[config.mk]
export PLATFORM = sky130hd
export DESIGN_NAME = ex_operand_stage
export DESIGN_NICKNAME = d
export VERILOG_FILES = /design/src/rtl/ex_operand_stage_pkg.sv /design/src/rtl/ex_operand_stage_fwd_mux.sv /design/src/rtl/ex_operand_stage.sv
export SDC_FILE = /design/constraint.sdc
export NUM_CORES = 1
export LEC_CHECK = 0
export ABC_AREA = 1
export ABC_CLOCK_PERIOD_IN_PS = 8200
export BUFFER_PORTS_ARGS = -buffer_cell sky130_fd_sc_hd__buf_2
export CAP_MARGIN = 20
export CORE_UTILIZATION = 30
export CTS_CLUSTER_SIZE = 10
export DETAILED_ROUTE_END_ITERATION = 12
export GPL_ROUTABILITY_DRIVEN = 0
export PLACE_DENSITY = 0.65
export SLEW_MARGIN = 10
export SYNTH_ARGS = -nofsm -noshare
export SYNTH_HDL_FRONTEND = slang
export SYNTH_SLANG_ARGS = --single-unit
[constraint.sdc]
create_clock -name clk -period 8.2 [get_ports clk]
set_input_delay 1.64 -clock clk [delete_from_list [all_inputs] [get_ports clk]]
set_output_delay 1.64 -clock clk [all_outputs]
set_load 0.02 [all_outputs]
[src/rtl/ex_operand_stage_pkg.sv]
// ex_operand_stage_pkg -- shared definitions for the ID/EX operand stage.
//   alu_op_e     : ALU operation encodings carried on ALUoperation.
//   idex_ctrl_t  : control/index fields of the ID/EX pipeline register.
//                  The data fields (rs1/rs2 data, immediate) are XLEN wide
//                  and live beside this struct in the top module.
package ex_operand_stage_pkg;

  typedef enum logic [3:0] {
    ALU_AND = 4'b0000,
    ALU_OR  = 4'b0001,
    ALU_ADD = 4'b0010,
    ALU_SUB = 4'b0110
  } alu_op_e;

  typedef struct packed {
    logic       valid;
    logic [4:0] rs1;
    logic [4:0] rs2;
    logic [4:0] rd;
    logic       alu_src;
    logic [3:0] aluop;
    logic       reg_write;
    logic       mem_read;
    logic       mem_write;
  } idex_ctrl_t;

endpackage

[src/rtl/ex_operand_stage_fwd_mux.sv]
// fwd_mux -- forwarding selector for one EX operand.
//   Only built when EX_OPERAND_FORWARDING_EN is defined.
//   rs              : source register index held in ID/EX
//   reg_data        : source data held in ID/EX
//   exmem_* / memwb_*: destination, write enable and result of the two
//                     younger pipeline stages
//   fwd_data        : selected operand; EX/MEM beats MEM/WB, x0 never forwards
`ifdef EX_OPERAND_FORWARDING_EN
module fwd_mux #(
  parameter int unsigned XLEN = 32
) (
  input  logic [4:0]      rs,
  input  logic [XLEN-1:0] reg_data,
  input  logic [4:0]      exmem_rd,
  input  logic            exmem_reg_write,
  input  logic [XLEN-1:0] exmem_result,
  input  logic [4:0]      memwb_rd,
  input  logic            memwb_reg_write,
  input  logic [XLEN-1:0] memwb_result,
  output logic [XLEN-1:0] fwd_data
);

  logic hit_exmem;
  logic hit_memwb;

  assign hit_exmem = exmem_reg_write & (exmem_rd != '0) & (exmem_rd == rs);
  assign hit_memwb = memwb_reg_write & (memwb_rd != '0) & (memwb_rd == rs);

  always_comb begin
    fwd_data = reg_data;
    if (hit_exmem)      fwd_data = exmem_result;
    else if (hit_memwb) fwd_data = memwb_result;
  end

endmodule
`endif

[src/rtl/ex_operand_stage.sv]
// ex_operand_stage -- ID/EX pipeline register with EX operand selection.
//   Inputs : clk, reset (async, active-high), id_* decode fields,
//            exmem_*/memwb_* forwarding sources, stall (hold), flush (bubble).
//   Outputs: ALUoperation, operand1, operand2, store_data, ex_rd,
//            ex_reg_write, ex_mem_read, ex_mem_write, ex_valid,
//            load_use_stall (request to hold IF/ID).
//   Macro  : EX_OPERAND_FORWARDING_EN enables the forwarding muxes; without
//            it operands come straight from the register and every RAW
//            hazard against EX or EX/MEM is resolved by stalling.
module ex_operand_stage
  import ex_operand_stage_pkg::*;
#(
  parameter int unsigned XLEN = 32
) (
  input  logic            clk,
  input  logic            reset,
  input  logic            id_valid,
  input  logic [XLEN-1:0] id_rs1_data,
  input  logic [XLEN-1:0] id_rs2_data,
  input  logic [XLEN-1:0] id_imm,
  input  logic [4:0]      id_rs1,
  input  logic [4:0]      id_rs2,
  input  logic [4:0]      id_rd,
  input  logic            id_alu_src,
  input  logic [3:0]      id_ALUoperation,
  input  logic            id_reg_write,
  input  logic            id_mem_read,
  input  logic            id_mem_write,
  input  logic [4:0]      exmem_rd,
  input  logic            exmem_reg_write,
  input  logic [XLEN-1:0] exmem_result,
  input  logic [4:0]      memwb_rd,
  input  logic            memwb_reg_write,
  input  logic [XLEN-1:0] memwb_result,
  input  logic            stall,
  input  logic            flush,
  output logic [3:0]      ALUoperation,
  output logic [XLEN-1:0] operand1,
  output logic [XLEN-1:0] operand2,
  output logic [XLEN-1:0] store_data,
  output logic [4:0]      ex_rd,
  output logic            ex_reg_write,
  output logic            ex_mem_read,
  output logic            ex_mem_write,
  output logic            ex_valid,
  output logic            load_use_stall
);

  idex_ctrl_t      ctrl_q;
  idex_ctrl_t      ctrl_d;
  logic [XLEN-1:0] rs1_data_q;
  logic [XLEN-1:0] rs2_data_q;
  logic [XLEN-1:0] imm_q;
  logic [XLEN-1:0] rs1_fwd;
  logic [XLEN-1:0] rs2_fwd;
  logic            load_hazard;

  always_comb begin
    ctrl_d           = '0;
    ctrl_d.valid     = id_valid;
    ctrl_d.rs1       = id_rs1;
    ctrl_d.rs2       = id_rs2;
    ctrl_d.rd        = id_rd;
    ctrl_d.alu_src   = id_alu_src;
    ctrl_d.aluop     = id_ALUoperation;
    ctrl_d.reg_write = id_reg_write;
    ctrl_d.mem_read  = id_mem_read;
    ctrl_d.mem_write = id_mem_write;
  end

  // A load in EX cannot forward its data yet: the consumer in ID waits a cycle.
  assign load_hazard = ctrl_q.valid & ctrl_q.mem_read & (ctrl_q.rd != '0) &
                       id_valid & ((ctrl_q.rd == id_rs1) | (ctrl_q.rd == id_rs2));

`ifdef EX_OPERAND_FORWARDING_EN
  assign load_use_stall = load_hazard;

  fwd_mux #(.XLEN(XLEN)) u_fwd_rs1 (
    .rs              (ctrl_q.rs1),
    .reg_data        (rs1_data_q),
    .exmem_rd        (exmem_rd),
    .exmem_reg_write (exmem_reg_write),
    .exmem_result    (exmem_result),
    .memwb_rd        (memwb_rd),
    .memwb_reg_write (memwb_reg_write),
    .memwb_result    (memwb_result),
    .fwd_data        (rs1_fwd)
  );

  fwd_mux #(.XLEN(XLEN)) u_fwd_rs2 (
    .rs              (ctrl_q.rs2),
    .reg_data        (rs2_data_q),
    .exmem_rd        (exmem_rd),
    .exmem_reg_write (exmem_reg_write),
    .exmem_result    (exmem_result),
    .memwb_rd        (memwb_rd),
    .memwb_reg_write (memwb_reg_write),
    .memwb_result    (memwb_result),
    .fwd_data        (rs2_fwd)
  );
`else
  logic ex_raw;
  logic exmem_raw;
  logic unused_fwd;

  // Without forwarding, any pending write to a source held in EX or EX/MEM
  // must retire before the consumer may leave ID.
  assign ex_raw    = ctrl_q.reg_write & (ctrl_q.rd != '0) &
                     ((ctrl_q.rd == id_rs1) | (ctrl_q.rd == id_rs2));
  assign exmem_raw = exmem_reg_write & (exmem_rd != '0) &
                     ((exmem_rd == id_rs1) | (exmem_rd == id_rs2));

  assign load_use_stall = load_hazard | ex_raw | exmem_raw;

  assign rs1_fwd = rs1_data_q;
  assign rs2_fwd = rs2_data_q;

  assign unused_fwd = ^{exmem_result, memwb_rd, memwb_reg_write, memwb_result,
                        ctrl_q.rs1, ctrl_q.rs2};
`endif

  // flush outranks stall; a load-use bubble only applies when not stalled.
  always_ff @(posedge clk or posedge reset) begin
    if (reset) begin
      ctrl_q     <= '0;
      rs1_data_q <= '0;
      rs2_data_q <= '0;
      imm_q      <= '0;
    end else if (flush || (!stall && load_use_stall)) begin
      ctrl_q     <= '0;
      rs1_data_q <= '0;
      rs2_data_q <= '0;
      imm_q      <= '0;
    end else if (!stall) begin
      ctrl_q     <= ctrl_d;
      rs1_data_q <= id_rs1_data;
      rs2_data_q <= id_rs2_data;
      imm_q      <= id_imm;
    end
  end

  assign ALUoperation = ctrl_q.aluop;
  assign ex_rd        = ctrl_q.rd;
  assign ex_reg_write = ctrl_q.reg_write;
  assign ex_mem_read  = ctrl_q.mem_read;
  assign ex_mem_write = ctrl_q.mem_write;
  assign ex_valid     = ctrl_q.valid;
  assign operand1     = rs1_fwd;
  assign operand2     = ctrl_q.alu_src ? imm_q : rs2_fwd;
  assign store_data   = rs2_fwd;

endmodule

After elaboration in Yosys (flattened, before gate mapping)
Index checks and enable logic that the tools add are counted.

storage, ports and cells
  flip-flop bits (word level) = 110
  bits in latches = 0
  memory bits (writable) = 0
  ROM bits = 0
  input bits = 200
  output and inout bits = 110
  word-level logic and storage cells = 41
  memories = 0

operators by class
  $add $sub $neg = 0
  multiply operators = 0
  div/mod/pow operators = 0
  magnitude comparators = 0
  eq/ne operators = 5
  shift-type cells = 0
  muxes and demuxes = 9
  bitwise operators = 12
  reduce and logical (&&, ||, !) cells = 5

operators with widths
  cell                  number
  $mux W32              7
  $mux W24              2
  $eq A5 B5 Y1          4
  $reduce_bool A5 Y1    2
  $and A1 B1 Y1         8
  $or A1 B1 Y1          4
  $ne A2 B1 Y1 const B  1
  $logic_and A1 B1 Y1   1
  $logic_not A1 Y1      1
  $logic_or A1 B1 Y1    1

Logic depth before layout (Yosys ltp)
  depth in word-level cells = 9
  depth in mapped cells = 11
  depth with buffers taken out = 9

Least setup slack after synthesis
Ideal clock, no wire load.

  path kind = input to output
  from = input exmem_rd[2]
  to = output load_use_stall
  arrival = 2.218 ns
  required time = 6.560 ns
  slack = 4.342 ns
  stages on the path = 8
  path buffers = 0
  path through = inv_1 -> nand2_1 -> nand2_1 -> nor2_1 -> nand3_1 -> nand2_1 -> nand2_2 -> nand2_1

between the ends
  word-level cells in the longest chain between the ends = 4
  elaborated cells on any way between the ends = 7
  classes of those cells = eq/ne: 2; bitwise: 4; reduce/logical: 1

RTL lines
  what                                                RTL line                                          source
  start: declaration                                  ex_operand_stage.sv:29                            input logic [4:0] exmem_rd,
  $eq A5 B5 Y1 or $reduce_bool A5 Y1 (tied branches)  ex_operand_stage.sv:111, ex_operand_stage.sv:110
  $or A1 B1 Y1 or $and A1 B1 Y1 (tied branches)       ex_operand_stage.sv:111, ex_operand_stage.sv:110
  $and A1 B1 Y1 (*)                                   ex_operand_stage.sv:110                           assign exmem_raw = exmem_reg_write & (exmem_rd != '0) &
  $or A1 B1 Y1 (*)                                    ex_operand_stage.sv:113                           assign load_use_stall = load_hazard | ex_raw | exmem_raw;
  end: declaration                                    ex_operand_stage.sv:46                            output logic load_use_stall

Mark *: on every way between the ends. The rest lies on a longest branch, timed or not.

Worst setup path in the final report
  from = input id_rs1[1]
  to = output load_use_stall

between the ends
  word-level cells in the longest chain between the ends = 5
  elaborated cells on any way between the ends = 9
  classes of those cells = eq/ne: 2; bitwise: 7

RTL lines
  what                              RTL line                                         source
  start: declaration                ex_operand_stage.sv:21                           input logic [4:0] id_rs1,
  $eq A5 B5 Y1                      ex_operand_stage.sv:73, ex_operand_stage.sv:109
  $or A1 B1 Y1                      ex_operand_stage.sv:73, ex_operand_stage.sv:109
  $and A1 B1 Y1 (on tied branches)  ex_operand_stage.sv:73, ex_operand_stage.sv:108
  $or A1 B1 Y1                      ex_operand_stage.sv:113
  $or A1 B1 Y1 (*)                  ex_operand_stage.sv:113

Marked as above.

==> flow_summary.yaml <==
outcome:
  outcome: "complete, no violations"
timing:
  fin_crit_ns: 4.16
  finalCritPeriodShare: 0.507
  clock-skew-final_ns: 0.0112
  fmax_mhz: 240
  tightest_slew_ns: 0.892
  setup_slack_ns: 4.04
  setup_tns_ns: 0
  hold-worst-slack_ns: 0.481
  rsz0062_at_grt: "no"
  maxSlewHeadroom: 0.405
  slew_viol_final: 0
  setup_viol: 0
  hold_violations: 0
die:
  dieArea_um2: 21100
  ioPinCount: 310
  rows: 52
  initial_core_util: 0.306
  core_um2: 20200
  fp.dieH_um: 145
  die_x_um: 145
place:
  place_area_um2: 7320
  port_buffers: 239
  pre_cts_slack_ns: 3.70
  hpwlAfterDp_um: 10900
yosys:
  netlist_area_um2: 6170
  syn_nets: 978
  avgSynthCellArea_um2: 7.93
  yosys-top-cells-area: "dfrtp_1, nand2_1, a21oi_2"
  synth_area_leader_cell: "dfrtp_1"
  synth-seq-cells: 110
  yosysSeqAreaShare: 0.446
  yosysWarnings: 0
  netlist_instances: 778
  yosysTopAreaCellShare: 0.446
  ys_types: 23
setup_path:
  cp_cell_sequence: "buf_2, xor2_1, nor2_1, nand3_1, nand2_1, nand2_2, nand2_1, buf_2"
  cp.arrival_ns: 2.52
  critPathKind: "in2out"
  crit_fanout: 3
  worstPathRequired_ns: 6.56
  start_kind: "input port"
  cp_slowest_cell: "xor2_1"
  slowest_delay_ns: 0.16
  crit_path_end_kind: "primary output"
finish:
  mostFrequentLayoutCell: "nand2_1"
  drive_gt1_frac: 0.378
  area_growth_pct: 23.8
  final_cell_mix: "nand2_1, buf_2, inv_1"
  final_core_util: 0.379
  multi_input_area_um2: 2540
  fillCellCount: 2156
  register_area_um2: 2750
  design_area_um2: 7640
  n_antenna_cell: 0
  finalNetCount: 1178
cts:
  cts_sinks: 110
  ctsHoldBuffers: 0
  post_cts_resized: 0
  cts_tree: "built"
  cts_setup_buffers: 0
  insertion_delay_ns: 0.35
  cts_made_buffers: 9
  root_buffer: "clkbuf_16"
  cts_max_path_buffers: 2
  htreeDepth: 3
  clk_pin_slew_ns: 0.07
global_route:
  overflow: 0
  grt_pass1_vias: 5419
  grt_max_degree: 85
  grt_pass1_wl_um: 27200
  grt.total_usage: 0.159
  antenna_found_initial: 1
  grt_use_met1: 0.199
  grt.met3_usage: 0.0392
  grtUsageMet2: 0.271
  grt-busiest-layer: "met2"
power_and_ir_drop:
  ir_drop_uv: 91.4
  p_per_area_nw_per_um2: 181
  leakagePower_nw: 4.17
detailed_routing:
  drtIter0Drc: 222
  antenna_left: 0
  post_drt_via_cell_ratio: 4.34
  wl_per_cell_um: 12.9
  vias: 5438
  firstDrtPassIters: 6
  drc: 0
  drt_wl_total_um: 16200
worst_hold_path:
  worstHoldPathType: "reg2reg"
job:
  drv_cap: 0
registers in the layout (all words and copies together) (netlist names):
name / flops
ex_rd: 5
ctrl_q: 1
ex_mem_read: 1
ex_valid: 1
ALUoperation: 4
operand1: 32
store_data: 32
imm_q: 32
ex_reg_write: 1
ex_mem_write: 1
cell families (layout without fill, tap and decap cells):
family	count (synthesis)	in the layout	share of synthesized area
AOI/OAI and AO/OA	177	177	0.207
and+or+nand+nor	311	311	0.195
DFF	110	110	0.446
xor gates and xnor gates	6	6	0.00852
buffers and inverters	174	379	0.143
layer usage:
metal  vias to the layer above  share of wire
li1                       2770              -
met3                        15          0.064
met5                         -        0.00080
met1                      2481           0.44
met2                       170           0.48
met4                         2          0.013
synthesized netlist by cell type:
library cell	number
a21oi_2	57
dfrtp_1	110
o21ai_0	66
nand2_2	2
nor3_1	1
clkbuf_1	24
nand3_1	5
buf_4	10
inv_2	5
buf_12	11
nor2_1	11
xor2_1	2
nand2_1	289
inv_1	112
nand4_1	1
nand3_4	1
buf_1	2
buf_2	10
o21ai_2	42
o21ai_1	10
nor2_4	1
a21oi_4	2
xnor2_1	4
metrics by stage:
stage	power [mW]	instances
global route	1.46	1253
global placement	0.923	1237
detailed placement	0.927	1237
finish	1.38	1253
floorplan	0.833	778
CTS	1.41	1253
final timing paths:
check	startpoint	to	slack (ns)	cells after the start
max reg2reg	ex_rd[0]	operand1[7]	5.17	11
min reg2reg	operand1[12]	operand1[12]	0.48	2
max	id_rs1[1]	load_use_stall	4.04	8
max in group asynchronous	reset	ctrl_q[7]	5.55	3
min in group asynchronous	reset	operand1[17]	1.36	2
min	operand1[12]	operand1[12]	0.48	2
where the power goes:
group	total, mW	leakage [nW]	internal [mW]	switching, mW
clock	0.469	0.146	0.269	0.200
combinational	0.306	2.58	0.104	0.202
sequential	0.605	1.44	0.581	0.0241
total	1.38	4.17	0.954	0.426
worst max-delay path, delay by kind of cell:
| family | cells | cell delay (ns) |
|---|---|---|
| XOR/XNOR | 1 | 0.16 |
| buffers and inverters | 2 | 0.28 |
| AND/OR/NAND/NOR | 5 | 0.43 |
layout make-up:
class,instances,area share
clock buffer,11,0.0305
clock inverter,5,0.0110
inverter,117,0.0585
multi-input combinational,494,0.332
sequential,110,0.360
tap,270,0.0442
timing repair buffer,246,0.163
(Power assumes the default switching activity.)
